`config.mk`:
```
export PLATFORM = sky130hd
export DESIGN_NAME = serial_add3_acc
export DESIGN_NICKNAME = d
export VERILOG_FILES = /design/src/rtl/serial_add3_pkg.sv /design/src/rtl/serial_add3_acc_bit_slice.sv /design/src/rtl/serial_add3_acc.sv
export SDC_FILE = /design/constraint.sdc
export NUM_CORES = 1
export LEC_CHECK = 0
export CORE_MARGIN = 1.5
export CORE_UTILIZATION = 55
export CTS_BUF_LIST = sky130_fd_sc_hd__clkbuf_8 sky130_fd_sc_hd__clkbuf_16
export DETAILED_ROUTE_END_ITERATION = 10
export PLACE_DENSITY = 0.84
export SYNTH_ARGS = -nofsm -noshare
export SYNTH_HDL_FRONTEND = slang
export SYNTH_SLANG_ARGS = --single-unit
```
`constraint.sdc`:
```
create_clock -name clk -period 4 [get_ports clk]
set_clock_uncertainty 0.2 [all_clocks]
set_input_delay 0.8 -clock clk [delete_from_list [all_inputs] [get_ports clk]]
set_output_delay 0.8 -clock clk [all_outputs]
set_load 0.02 [all_outputs]
```
`src/rtl/serial_add3_pkg.sv`:
```
// ----------------------------------------------------------------------------
// serial_add3_pkg
// Definitions shared by serial_add3_acc and its bench:
//   state_e         : controller states (IDLE, SHIFT, DONE)
//   res_width(w)    : result width for a w-bit three-operand sum (w+2)
//   cnt_width(w)    : width of the bit counter, $clog2(w+3)
// ----------------------------------------------------------------------------
package serial_add3_pkg;

    typedef enum logic [1:0] {
        IDLE  = 2'd0,
        SHIFT = 2'd1,
        DONE  = 2'd2
    } state_e;

    // Three w-bit operands plus a carry-in of 1 sum to at most 3*(2^w-1)+1,
    // which needs w+2 bits.
    function automatic int res_width(input int w);
        return w + 2;
    endfunction

    // The counter has to hold the values 0 .. w+1.
    function automatic int cnt_width(input int w);
        return $clog2(w + 3);
    endfunction

endpackage

```
`src/rtl/serial_add3_acc_bit_slice.sv`:
```
// ----------------------------------------------------------------------------
// add3_bit_slice
// Combinational three-input full-adder slice with a 2-bit carry.
// Ports:
//   a, b, c : operand bits
//   cin     : incoming carry, range 0..2
//   s       : sum bit, the LSB of a+b+c+cin
//   cout    : outgoing carry, (a+b+c+cin) >> 1, range 0..2
// ----------------------------------------------------------------------------
module add3_bit_slice (
    input  logic       a,
    input  logic       b,
    input  logic       c,
    input  logic [1:0] cin,
    output logic       s,
    output logic [1:0] cout
);

    logic [2:0] t;

    // t ranges from 0 to 5, so three bits are enough.
    always_comb begin
        t    = {2'b00, a} + {2'b00, b} + {2'b00, c} + {1'b0, cin};
        s    = t[0];
        cout = t[2:1];
    end

endmodule

```
`src/rtl/serial_add3_acc.sv`:
```
// ----------------------------------------------------------------------------
// serial_add3_acc
// Bit-serial three-operand adder. It accepts a triple (a, b, c) in one
// valid/ready transfer and runs it LSB-first through add3_bit_slice, one bit
// per cycle, with the carry held in a register. After WIDTH+2 bits it
// presents the WIDTH+2-bit sum on a valid/ready output port.
//
// Parameters:
//   WIDTH      : operand width in bits (>= 2)
// Ports:
//   clk        : clock, rising edge
//   reset      : synchronous, active-high reset
//   in_valid   : operand triple valid
//   in_ready   : block can accept a triple (IDLE only)
//   in_a/b/c   : unsigned operands, sampled on the accept edge
//   in_cin     : carry-in, only when SERIAL_ADD3_ACC_CIN_EN is defined
//   out_valid  : result valid (DONE)
//   out_ready  : consumer accepts the result
//   out_sum    : registered sum, stable while out_valid is high
//   busy       : high while bits are being shifted (SHIFT)
//
// Handshake: a transfer happens on a rising edge where valid and ready are
// both high. The input side is ready only in IDLE. The output side holds valid
// in DONE until out_ready is high on a rising edge. The two sides never
// overlap.
//
// Optional feature: when SERIAL_ADD3_ACC_CIN_EN is defined, the block adds an
// in_cin port. Its value is loaded as the initial carry.
// ----------------------------------------------------------------------------
module serial_add3_acc
    import serial_add3_pkg::*;
#(
    parameter int WIDTH = 8
) (
    input  logic               clk,
    input  logic               reset,
    input  logic               in_valid,
    output logic               in_ready,
    input  logic [WIDTH-1:0]   in_a,
    input  logic [WIDTH-1:0]   in_b,
    input  logic [WIDTH-1:0]   in_c,
`ifdef SERIAL_ADD3_ACC_CIN_EN
    input  logic               in_cin,
`endif
    output logic               out_valid,
    input  logic               out_ready,
    output logic [WIDTH+1:0]   out_sum,
    output logic               busy
);

    localparam int RW = res_width(WIDTH);
    localparam int CW = cnt_width(WIDTH);
    localparam logic [CW-1:0] LAST_BIT = CW'(RW - 1);

    state_e          state_q, state_d;
    logic [RW-1:0]   a_q, b_q, c_q;
    logic [RW-1:0]   sum_q;
    logic [1:0]      carry_q;
    logic [CW-1:0]   cnt_q;

    logic            slice_s;
    logic [1:0]      slice_cout;
    logic [1:0]      init_carry;

`ifdef SERIAL_ADD3_ACC_CIN_EN
    assign init_carry = {1'b0, in_cin};
`else
    assign init_carry = 2'b00;
`endif

    add3_bit_slice u_slice (
        .a    (a_q[0]),
        .b    (b_q[0]),
        .c    (c_q[0]),
        .cin  (carry_q),
        .s    (slice_s),
        .cout (slice_cout)
    );

    // ---------------- FSM: state register ----------------
    always_ff @(posedge clk) begin
        if (reset) begin
            state_q <= IDLE;
        end else begin
            state_q <= state_d;
        end
    end

    // ---------------- FSM: next state and outputs ----------------
    always_comb begin
        state_d   = state_q;
        in_ready  = 1'b0;
        out_valid = 1'b0;
        busy      = 1'b0;
        case (state_q)
            IDLE: begin
                in_ready = 1'b1;
                if (in_valid) state_d = SHIFT;
            end
            SHIFT: begin
                busy = 1'b1;
                // cnt_q counts SHIFT edges that have already happened, so
                // this edge is number RW.
                if (cnt_q == LAST_BIT) state_d = DONE;
            end
            DONE: begin
                out_valid = 1'b1;
                if (out_ready) state_d = IDLE;
            end
            default: state_d = IDLE;
        endcase
    end

    // ---------------- Datapath ----------------
    always_ff @(posedge clk) begin
        if (reset) begin
            a_q     <= '0;
            b_q     <= '0;
            c_q     <= '0;
            sum_q   <= '0;
            carry_q <= 2'b00;
            cnt_q   <= '0;
        end else begin
            case (state_q)
                IDLE: begin
                    if (in_valid) begin
                        a_q     <= {2'b00, in_a};
                        b_q     <= {2'b00, in_b};
                        c_q     <= {2'b00, in_c};
                        carry_q <= init_carry;
                        cnt_q   <= '0;
                    end
                end
                SHIFT: begin
                    // Result bits enter at the MSB. After RW shifts the first
                    // (LSB) bit has reached bit 0.
                    sum_q   <= {slice_s, sum_q[RW-1:1]};
                    carry_q <= slice_cout;
                    a_q     <= a_q >> 1;
                    b_q     <= b_q >> 1;
                    c_q     <= c_q >> 1;
                    cnt_q   <= cnt_q + 1'b1;
                end
                default: ;
            endcase
        end
    end

    assign out_sum = sum_q;

endmodule

```
==> metrics.cfg, run 1 <==
[status]
outcome = finished clean

[route]
wl_per_cell_um = 13.0
dr_wl_met3_um = 277
viasPerCell = 5.50
vias = 1800
met2_length_mm = 1.95
drcViolationCount = 0
wl_met1_mm = 1.93
drtIter0Drc = 185
route.top_layer_used = met4
wl_mm = 4.26
drtPass1Iterations = 5
ant_nets = 0

[setup_path]
crit_chain = buf_4 > nor2b_1 > clkdlybuf4s50_1
cp-end-kind = output pin
max_stage_delay_ns = 0.64
worstSetupPathType = register to output pin
worstPathRequired_ns = 3.00
start_kind = register
crit_family = buffers and inverters
cp_max_fo = 25
crit_start = state_q[1]$_SDFFE_PP0P_
crit_path_top_delay_cell = dfxtp_1
critPathArrivalTime_ns = 2.15
path_buf_inv = 2
r2r-start = b_q[0]$_SDFFE_PP0P_

[clock_tree]
clock_latency_ns = 0.31
root_buffer = clkbuf_8
h-tree-depth = 2
cts_made_buffers = 5
postCtsSetupBuffers = 0
ctsHoldBuffers = 0
clock-sinks = 42
cts_resized = 0
path_clk_slew_ns = 0.08
clock_tree.buffer_depth = 2
tritoncts = built

[die]
dieArea_um2 = 4060
die_w_um = 63.7
rows = 21
initial_core_util_pct = 58.9
fp.dieH_um = 63.7
fp.coreArea_um2 = 3440
ios = 41

[final_layout]
multi_input_area_um2 = 1010
drive_gt1_share_pct = 12.5
final_nets = 313
fillers = 284
antenna_cells = 0
fin_cells = 327
fin_area_um2 = 2530
postLayoutCoreUtil_pct = 73.6
seqCellArea_um2 = 841
syn_to_final_growth_pct = 25.0

[synthesis]
synth_ff_type = dfxtp_1
syn_avg_cell_area_um2 = 8.17
synth.distinct_cells = 31
syn_nets = 281
synthArstFlopShare_pct = 0
syn_area_um2 = 2030
synth-seq-cells = 42
syn_inst = 248
synth_seq_area_share_pct = 41.5
yosysWarnings = 0
synth-edff-count = 0

[timing]
period_minus_slack_ns = 3.15
finalCritPeriodShare_pct = 78.6
tightest_slew_ns = 0.795
setup_violations = 0
max_slew_margin_pct = 46.9
maxSlewViolCount = 0
rsz0062_at_grt = false
final-hold-violation-count = 0
finalSetupTns_ns = 0
fmax_ghz = 0.318

[power_and_ir_drop]
irDropWorstVdd_mv = 0.236
powerDensity_nw_per_um2 = 372
p_leak_nw = 0.984

[global_routing]
grt_use_total_pct = 22.7
antenna_found_initial = 0
grt_overflow = 0
first_global_vias = 1649
grt_pass1_wl_mm = 7.26
grt_max_degree = 35

[place]
finalWeightedCongestion = 0.752
place_inst = 319
place_hpwl_mm = 2.68
dpl_cell_area_um2 = 2420
io_buffers = 40

[min_path]
hold_path_class = register to register
min-delay-start = out_sum[0]$_SDFFE_PP0N_

[run]
cap_violations = 0

==> state kept, by name, summed over array words and instances, names as in the netlist <==
| register | flops |
|---|---|
| c_q | 8 |
| a_q | 8 |
| b_q | 8 |
| cnt_q | 4 |
| out_sum | 10 |
| state_q | 2 |
| carry_q | 2 |
==> worst paths after layout <==
path | cells past startpoint | to | slack, ns
max | 3 | out_valid | 0.85
min | 2 | out_sum[0]$_SDFFE_PP0N_ | 0.26
max reg2reg | 5 | carry_q[0]$_SDFFE_PP0P_ | 2.01
min reg2reg | 2 | out_sum[0]$_SDFFE_PP0N_ | 0.26
==> cell type report <==
type                    instances  share of cell area [%]
repair buffers                 45                    17.3
multi-input cells             166                    40.0
clock buffers                   5                    2.72
inverters                      20                    2.96
clock inverters                 3                    1.63
well taps                      46                    2.27
flip-flops and latches         42                    33.2
==> worst min-delay path, cell delays in order, from the launching register on <==
cell and delay (ns):
dfxtp_1 0.31, nand2_1 0.05, a21oi_1 0.05
==> cell usage after synthesis, types with 3 or more instances <==
cell	n	area, um2
inv_1	20	75.1
buf_2	13	65.1
ha_1	3	37.5
a21oi_1	43	215
or3b_2	5	43.8
nand2_1	23	86.3
clkbuf_1	4	15.0
nor2_1	35	131
o22a_1	5	43.8
nand2b_1	8	50.1
o221a_2	16	180
nor3_1	6	30.0
dfxtp_1	42	841
==> through the flow <==
stage               hold WS [ns]  worst slack [ns]  power, mW
floorplan                  0.245              2.05      0.566
global placement           0.241              1.15      0.614
detailed placement         0.250              1.12      0.617
CTS                        0.260             0.839      0.945
global route               0.290             0.747      0.978
finish                     0.258             0.854      0.941
==> routing by layer <==
layer  track usage [%]  vias to the layer above
met5                 0                        -
met3              4.64                        8
met2              36.3                       63
met1              28.8                      809
met4              11.4                        0
li1                  -                      920
==> report_power, final <==
part	internal, mW	leakage, nW	total, mW	switching (mW)
clock network	0.184	0.0556	0.333	0.149
registers	0.443	0.345	0.463	0.0193
logic	0.0765	0.583	0.146	0.0692
==> cell families after synthesis <==
| logic type | count (synthesis) | synth area share [%] |
|---|---|---|
| AOI/OAI and AO/OA | 76 | 26.5 |
| DFF | 42 | 41.5 |
| buffers and inverters | 40 | 8.58 |
| adders and majority gates | 5 | 3.83 |
| and+or+nand+nor | 85 | 19.6 |
==> layout by cell type (no fill, tap or decap), types with 2 or more instances in the layout <==
cell	n
a21oi_1	43
a22oi_1	2
a31oi_1	2
a32oi_1	2
buf_4	5
clkbuf_8	5
clkdlybuf4s50_1	40
dfxtp_1	42
fa_1	2
ha_1	3
inv_1	21
nand2_1	23
nand2b_1	8
nand3_1	2
nand3b_1	2
nor2_1	35
nor3_1	6
o221a_2	16
o22a_1	5
or3b_2	5
No activity file was read; power rests on OpenSTA's default activity.
==> run 2: changes to the inputs <==
CORE_UTILIZATION = 51   (was 55)
PLACE_DENSITY = 0.78   (was 0.84)
clock period = 2.95 ns   (was 4 ns; I/O delays follow)
==> metrics.cfg, run 2 (synthesized netlist as in run 1, its figures left out) <==
[status]
outcome = finished clean

[die]
ios = 41  ; unchanged
dieArea_um2 = 4360  ; +7.5%
die_w_um = 66.0  ; +3.7%
rows = 22  ; +4.8%
fp.dieH_um = 66.0  ; +3.7%
initial_core_util_pct = 54.1  ; -4.7 points
fp.coreArea_um2 = 3740  ; +8.8%

[route]
wl_per_cell_um = 13.0  ; about the same
ant_nets = 0  ; unchanged
vias = 1783  ; -0.94%
drtPass1Iterations = 4  ; -1
drcViolationCount = 0  ; unchanged
wl_mm = 4.32  ; +1.6%
drtIter0Drc = 126  ; -32%
viasPerCell = 5.37  ; -2.4%

[power_and_ir_drop]
p_total_mw = 1.27  ; +35%
p_seq_share_pct = 49.5  ; +0.3 points
switching_share_pct = 24.5  ; -0.75 points
combPwrFrac_pct = 15.8  ; +0.3 points
powerDensity_nw_per_um2 = 495  ; +33%
p_sw_mw = 0.310  ; +31%
clkPwrFrac_pct = 34.7  ; -0.7 points
p_leak_nw = 1.00  ; +1.8%
irDropWorstVdd_mv = 0.384  ; +63%
p_int_mw = 0.956  ; +36%

[final_layout]
fillers = 328  ; +15%
antenna_cells = 0  ; unchanged
final_common_cell = a21oi_1
drive_gt1_share_pct = 13.7  ; +1.3 points
final_nets = 316  ; +0.96%
fin_cells = 332  ; +1.5%
largest_reg_flops = 10  ; unchanged
layout_common_cells = a21oi_1, dfxtp_1, clkdlybuf4s50_1
multi_input_area_um2 = 1010  ; unchanged
syn_to_final_growth_pct = 26.2
seqCellArea_um2 = 841  ; unchanged

[clock_tree]
tritoncts = built
cts_made_buffers = 5  ; unchanged
clock_latency_ns = 0.29  ; -0.02 ns
clock-sinks = 42  ; unchanged
h-tree-depth = 2  ; unchanged
cts_resized = 0  ; unchanged
path_clk_slew_ns = 0.08  ; about the same
ctsHoldBuffers = 0  ; unchanged
postCtsSetupBuffers = 0  ; unchanged
clock_tree.buffer_depth = 2  ; unchanged
root_buffer = clkbuf_8

[global_routing]
grt_use_met1_pct = 28.7  ; -0.099 points
busiest_layer = met2
grt_pass1_wl_mm = 7.39  ; +1.8%
grt_overflow = 0  ; unchanged
grt_use_total_pct = 21.8  ; -0.82 points
grt_max_degree = 44  ; +26%
first_global_vias = 1651  ; +0.12%
grt_use_met2_pct = 36.2  ; -0.078 points
antenna_found_initial = 0  ; unchanged
use_met3_pct = 4.26  ; -0.38 points

[setup_path]
worstPathRequired_ns = 2.16  ; -0.84 ns
cp-end-kind = output pin
crit_path_top_delay_cell = clkdlybuf4s50_1
cp_max_fo = 18  ; -28%
crit_chain = buf_4 > nand2b_1 > inv_1 > clkdlybuf4s50_1
max_stage_delay_ns = 0.60  ; -0.04 ns
start_kind = register
worstSetupPathType = register to output pin
critPathArrivalTime_ns = 1.69  ; -0.46 ns

[timing]
fmax_ghz = 0.403
tightest_slew_ns = 0.438  ; -0.357 ns
finalCritPeriodShare_pct = 84.1
setup_violations = 0  ; unchanged
final-hold-violation-count = 0  ; unchanged
maxSlewViolCount = 0  ; unchanged
rsz0062_at_grt = false
period_minus_slack_ns = 2.48
finalSetupTns_ns = 0  ; unchanged
max_slew_margin_pct = 70.8  ; +24 points

[run]
cap_violations = 0  ; unchanged

[min_path]
hold_path_class = register to register

[place]
io_buffers = 40  ; unchanged
finalWeightedCongestion = 0.748  ; -0.53%
place_hpwl_mm = 2.84  ; +6.3%
place_inst = 324  ; +1.6%

## run 2: final cells by class
type	count	area share (%)
repair buffers	48	18.0
clock inverters	3	1.57
flip-flops and latches	42	32.9
clock buffers	5	2.69
inverters	20	2.94
multi-input cells	166	39.6
well taps	48	2.35
## run 2: worst paths after layout
| check | slack, ns | endpoint | cells past startpoint | startpoint |
|---|---|---|---|---|
| max | 0.47 | busy | 4 | state_q[1]$_SDFFE_PP0P_ |
| min | 0.26 | out_sum[0]$_SDFFE_PP0N_ | 2 | out_sum[0]$_SDFFE_PP0N_ |
| max reg2reg | 0.94 | carry_q[0]$_SDFFE_PP0P_ | 5 | b_q[0]$_SDFFE_PP0P_ |
| min reg2reg | 0.26 | out_sum[0]$_SDFFE_PP0N_ | 2 | out_sum[0]$_SDFFE_PP0N_ |
## run 2: power groups by stage
stage | Sequential (mW) | Combinational (mW) | Clock [mW]
finish | 0.628 | 0.200 | 0.439
global route | 0.632 | 0.224 | 0.477
CTS | 0.627 | 0.202 | 0.453
detailed placement | 0.640 | 0.200 | 0
global placement | 0.641 | 0.196 | 0
floorplan | 0.636 | 0.131 | 0
## run 2: layer usage
metal	routed length [um]	up-vias
met1	2040	815
met4	29	0
li1	-	928
met5	0	-
met2	2050	38
met3	204	2
## run 2: per-stage QoR
step	area (um2)	util, %	setup WS, ns	hold WS (ns)
final	2560	68.3	0.468	0.260
after global routing	2560	68.3	0.368	0.293
after CTS	2560	68.3	0.449	0.260
after detailed placement	2450	65.4	0.670	0.249
after global placement	2450	65.4	0.700	0.244
after floorplan	2030	-	1.02	0.245
## run 2: worst max-delay path, delay by kind of cell, from the launching register on
kind / cells / cell delay (ns)
buf+inv: 3 / 0.89
flops: 1 / 0.34
simple gates: 1 / 0.17
==> run 3: changes to the inputs <==
CORE_UTILIZATION = 46   (was 51)
PLACE_DENSITY = 0.75   (was 0.78)
clock period = 2 ns   (was 2.95 ns; I/O delays follow)
==> metrics.cfg, run 3 (synthesized netlist as in run 1, its figures left out) <==
[place]
io_buffers = 40  ; unchanged
place_hpwl_mm = 2.93  ; +3.1%
finalWeightedCongestion = 0.757  ; +1.2%
place_inst = 328  ; +1.2%

[timing]
setup_violations = 0  ; unchanged
fmax_ghz = 0.524
period_minus_slack_ns = 1.91
final-hold-violation-count = 0  ; unchanged
tightest_slew_ns = 0.332  ; -0.106 ns
maxSlewViolCount = 0  ; unchanged
rsz0062_at_grt = false
finalCritPeriodShare_pct = 95.4
max_slew_margin_pct = 77.8  ; +7.0 points

[route]
ant_nets = 0  ; unchanged
drtPass1Iterations = 4  ; unchanged
drtIter0Drc = 130  ; +3.2%
vias = 1815  ; +1.8%
wl_per_cell_um = 13.3  ; +2.5%
wl_mm = 4.48  ; +3.7%
drcViolationCount = 0  ; unchanged
viasPerCell = 5.40  ; +0.58%

[die]
initial_core_util_pct = 49.3  ; -4.9 points
fp.dieH_um = 69.4  ; +5.1%
die_w_um = 69.4  ; +5.1%
rows = 23  ; +4.5%
dieArea_um2 = 4810  ; +10%
fp.coreArea_um2 = 4120  ; +9.9%
ios = 41  ; unchanged

[final_layout]
drive_gt1_share_pct = 16.1  ; +2.4 points
layout_common_cells = a21oi_1, dfxtp_1, clkdlybuf4s50_1
syn_to_final_growth_pct = 30.1
largest_reg_flops = 10  ; unchanged
antenna_cells = 0  ; unchanged
final_common_cell = a21oi_1
final_nets = 318  ; +0.63%
fin_cells = 336  ; +1.2%
fillers = 363  ; +11%

[min_path]
min-delay-start = out_sum[0]$_SDFFE_PP0N_
hold_path_class = register to register
whs_path_depth = 2  ; unchanged

[setup_path]
start_kind = register
reg2regPathDepth = 5  ; unchanged
worstPathRequired_ns = 1.98  ; -0.18 ns
worstSetupPathType = register to register
r2r-start = b_q[0]$_SDFFE_PP0P_
crit_start = b_q[0]$_SDFFE_PP0P_
cp-end-kind = register
cp_max_fo = 3  ; -15
critPathArrivalTime_ns = 1.89  ; +0.20 ns

[clock_tree]
clock_latency_ns = 0.29  ; about the same
clock_tree.buffer_depth = 2  ; unchanged
ctsHoldBuffers = 0  ; unchanged
tritoncts = built
clock-sinks = 42  ; unchanged
root_buffer = clkbuf_8
h-tree-depth = 2  ; unchanged
path_clk_slew_ns = 0.08  ; about the same
cts_made_buffers = 5  ; unchanged

[power_and_ir_drop]
irDropWorstVdd_mv = 0.521  ; +36%
clkPwrFrac_pct = 39.9  ; +5.2 points
p_int_mw = 1.58  ; +66%
combPwrFrac_pct = 14.7  ; -1.1 points
p_seq_share_pct = 45.4  ; -4.1 points
p_sw_mw = 0.473  ; +52%
p_total_mw = 2.06  ; +62%
switching_share_pct = 23.0  ; -1.5 points
powerDensity_nw_per_um2 = 780  ; +57%
p_leak_nw = 1.03  ; +3.3%

[run]
cap_violations = 0  ; unchanged

[global_routing]
antenna_found_initial = 0  ; unchanged
grt_max_degree = 44  ; unchanged
first_global_vias = 1780  ; +7.8%
grt_use_total_pct = 18.9  ; -3.0 points
grt_overflow = 0  ; unchanged
grt_pass1_wl_mm = 7.58  ; +2.5%

[status]
outcome = finished clean

run 3: cell types whose count changed in the layout (fill, tap and decap cells not counted), moves of 2 or more:
cell and change:
clkdlybuf4s50_1 -3, dlygate4sd2_1 +3, clkinv_2 -2, dfxtp_1 -3, dfxtp_2 +3
run 3: timing repair:
item                                    4_1_cts  5_1_grt
pin swaps                                     0        1
setup buffers                                 0        0
gates resized for setup                       4        4
endpoints found under the setup margin        3        1
run 3: final cells by class:
| class | count | area (um2) | area share [%] |
|---|---|---|---|
| repair buffers | 50 | 484 | 18.4 |
| clock buffers | 6 | 82.6 | 3.13 |
| well taps | 50 | 62.6 | 2.37 |
| inverters | 20 | 75.1 | 2.85 |
| flip-flops and latches | 42 | 845 | 32.0 |
| multi-input cells | 166 | 1030 | 39.0 |
| clock inverters | 2 | 60.1 | 2.28 |
run 3: power groups by stage:
| stage | Clock [mW] | Sequential (mW) | Combinational (mW) |
|---|---|---|---|
| after floorplan | 0 | 0.938 | 0.193 |
| after global placement | 0 | 0.945 | 0.296 |
| after detailed placement | 0 | 0.948 | 0.299 |
| after CTS | 0.836 | 0.929 | 0.300 |
| after global routing | 0.870 | 0.940 | 0.339 |
| final | 0.821 | 0.933 | 0.302 |
run 3: final timing paths:
path | to | slack [ns]
max | carry_q[0]$_SDFFE_PP0P_ | 0.09
min | out_sum[0]$_SDFFE_PP0N_ | 0.25
max reg2reg | carry_q[0]$_SDFFE_PP0P_ | 0.09
min reg2reg | out_sum[0]$_SDFFE_PP0N_ | 0.25
run 3: critical path, stage by stage, from the launching register on:
cell and delay [ns]:
dfxtp_2 0.35, ha_4 0.24, fa_2 0.33, fa_1 0.44, a22oi_1 0.19, nor2_1 0.05
run 3: metrics by stage:
stage	utilization (%)	instance area (um2)	setup TNS (ns)	hold WS (ns)	setup WS (ns)
after global routing	64.1	2640	0	0.296	0.0187
after floorplan	-	2030	0	0.245	0.0697
final	64.1	2640	0	0.254	0.0929
after detailed placement	60.2	2480	-1.45	0.246	-0.116
after CTS	63.6	2620	0	0.257	0.000479
after global placement	60.2	2480	-0.669	0.241	-0.0676
run 3: metal layers:
metal	global-route usage, %	vias up	routed length, um
met5	0	-	0
met4	7.19	0	47
met3	4.65	6	249
met2	30.3	49	2070
met1	24.3	829	2120
li1	-	931	-
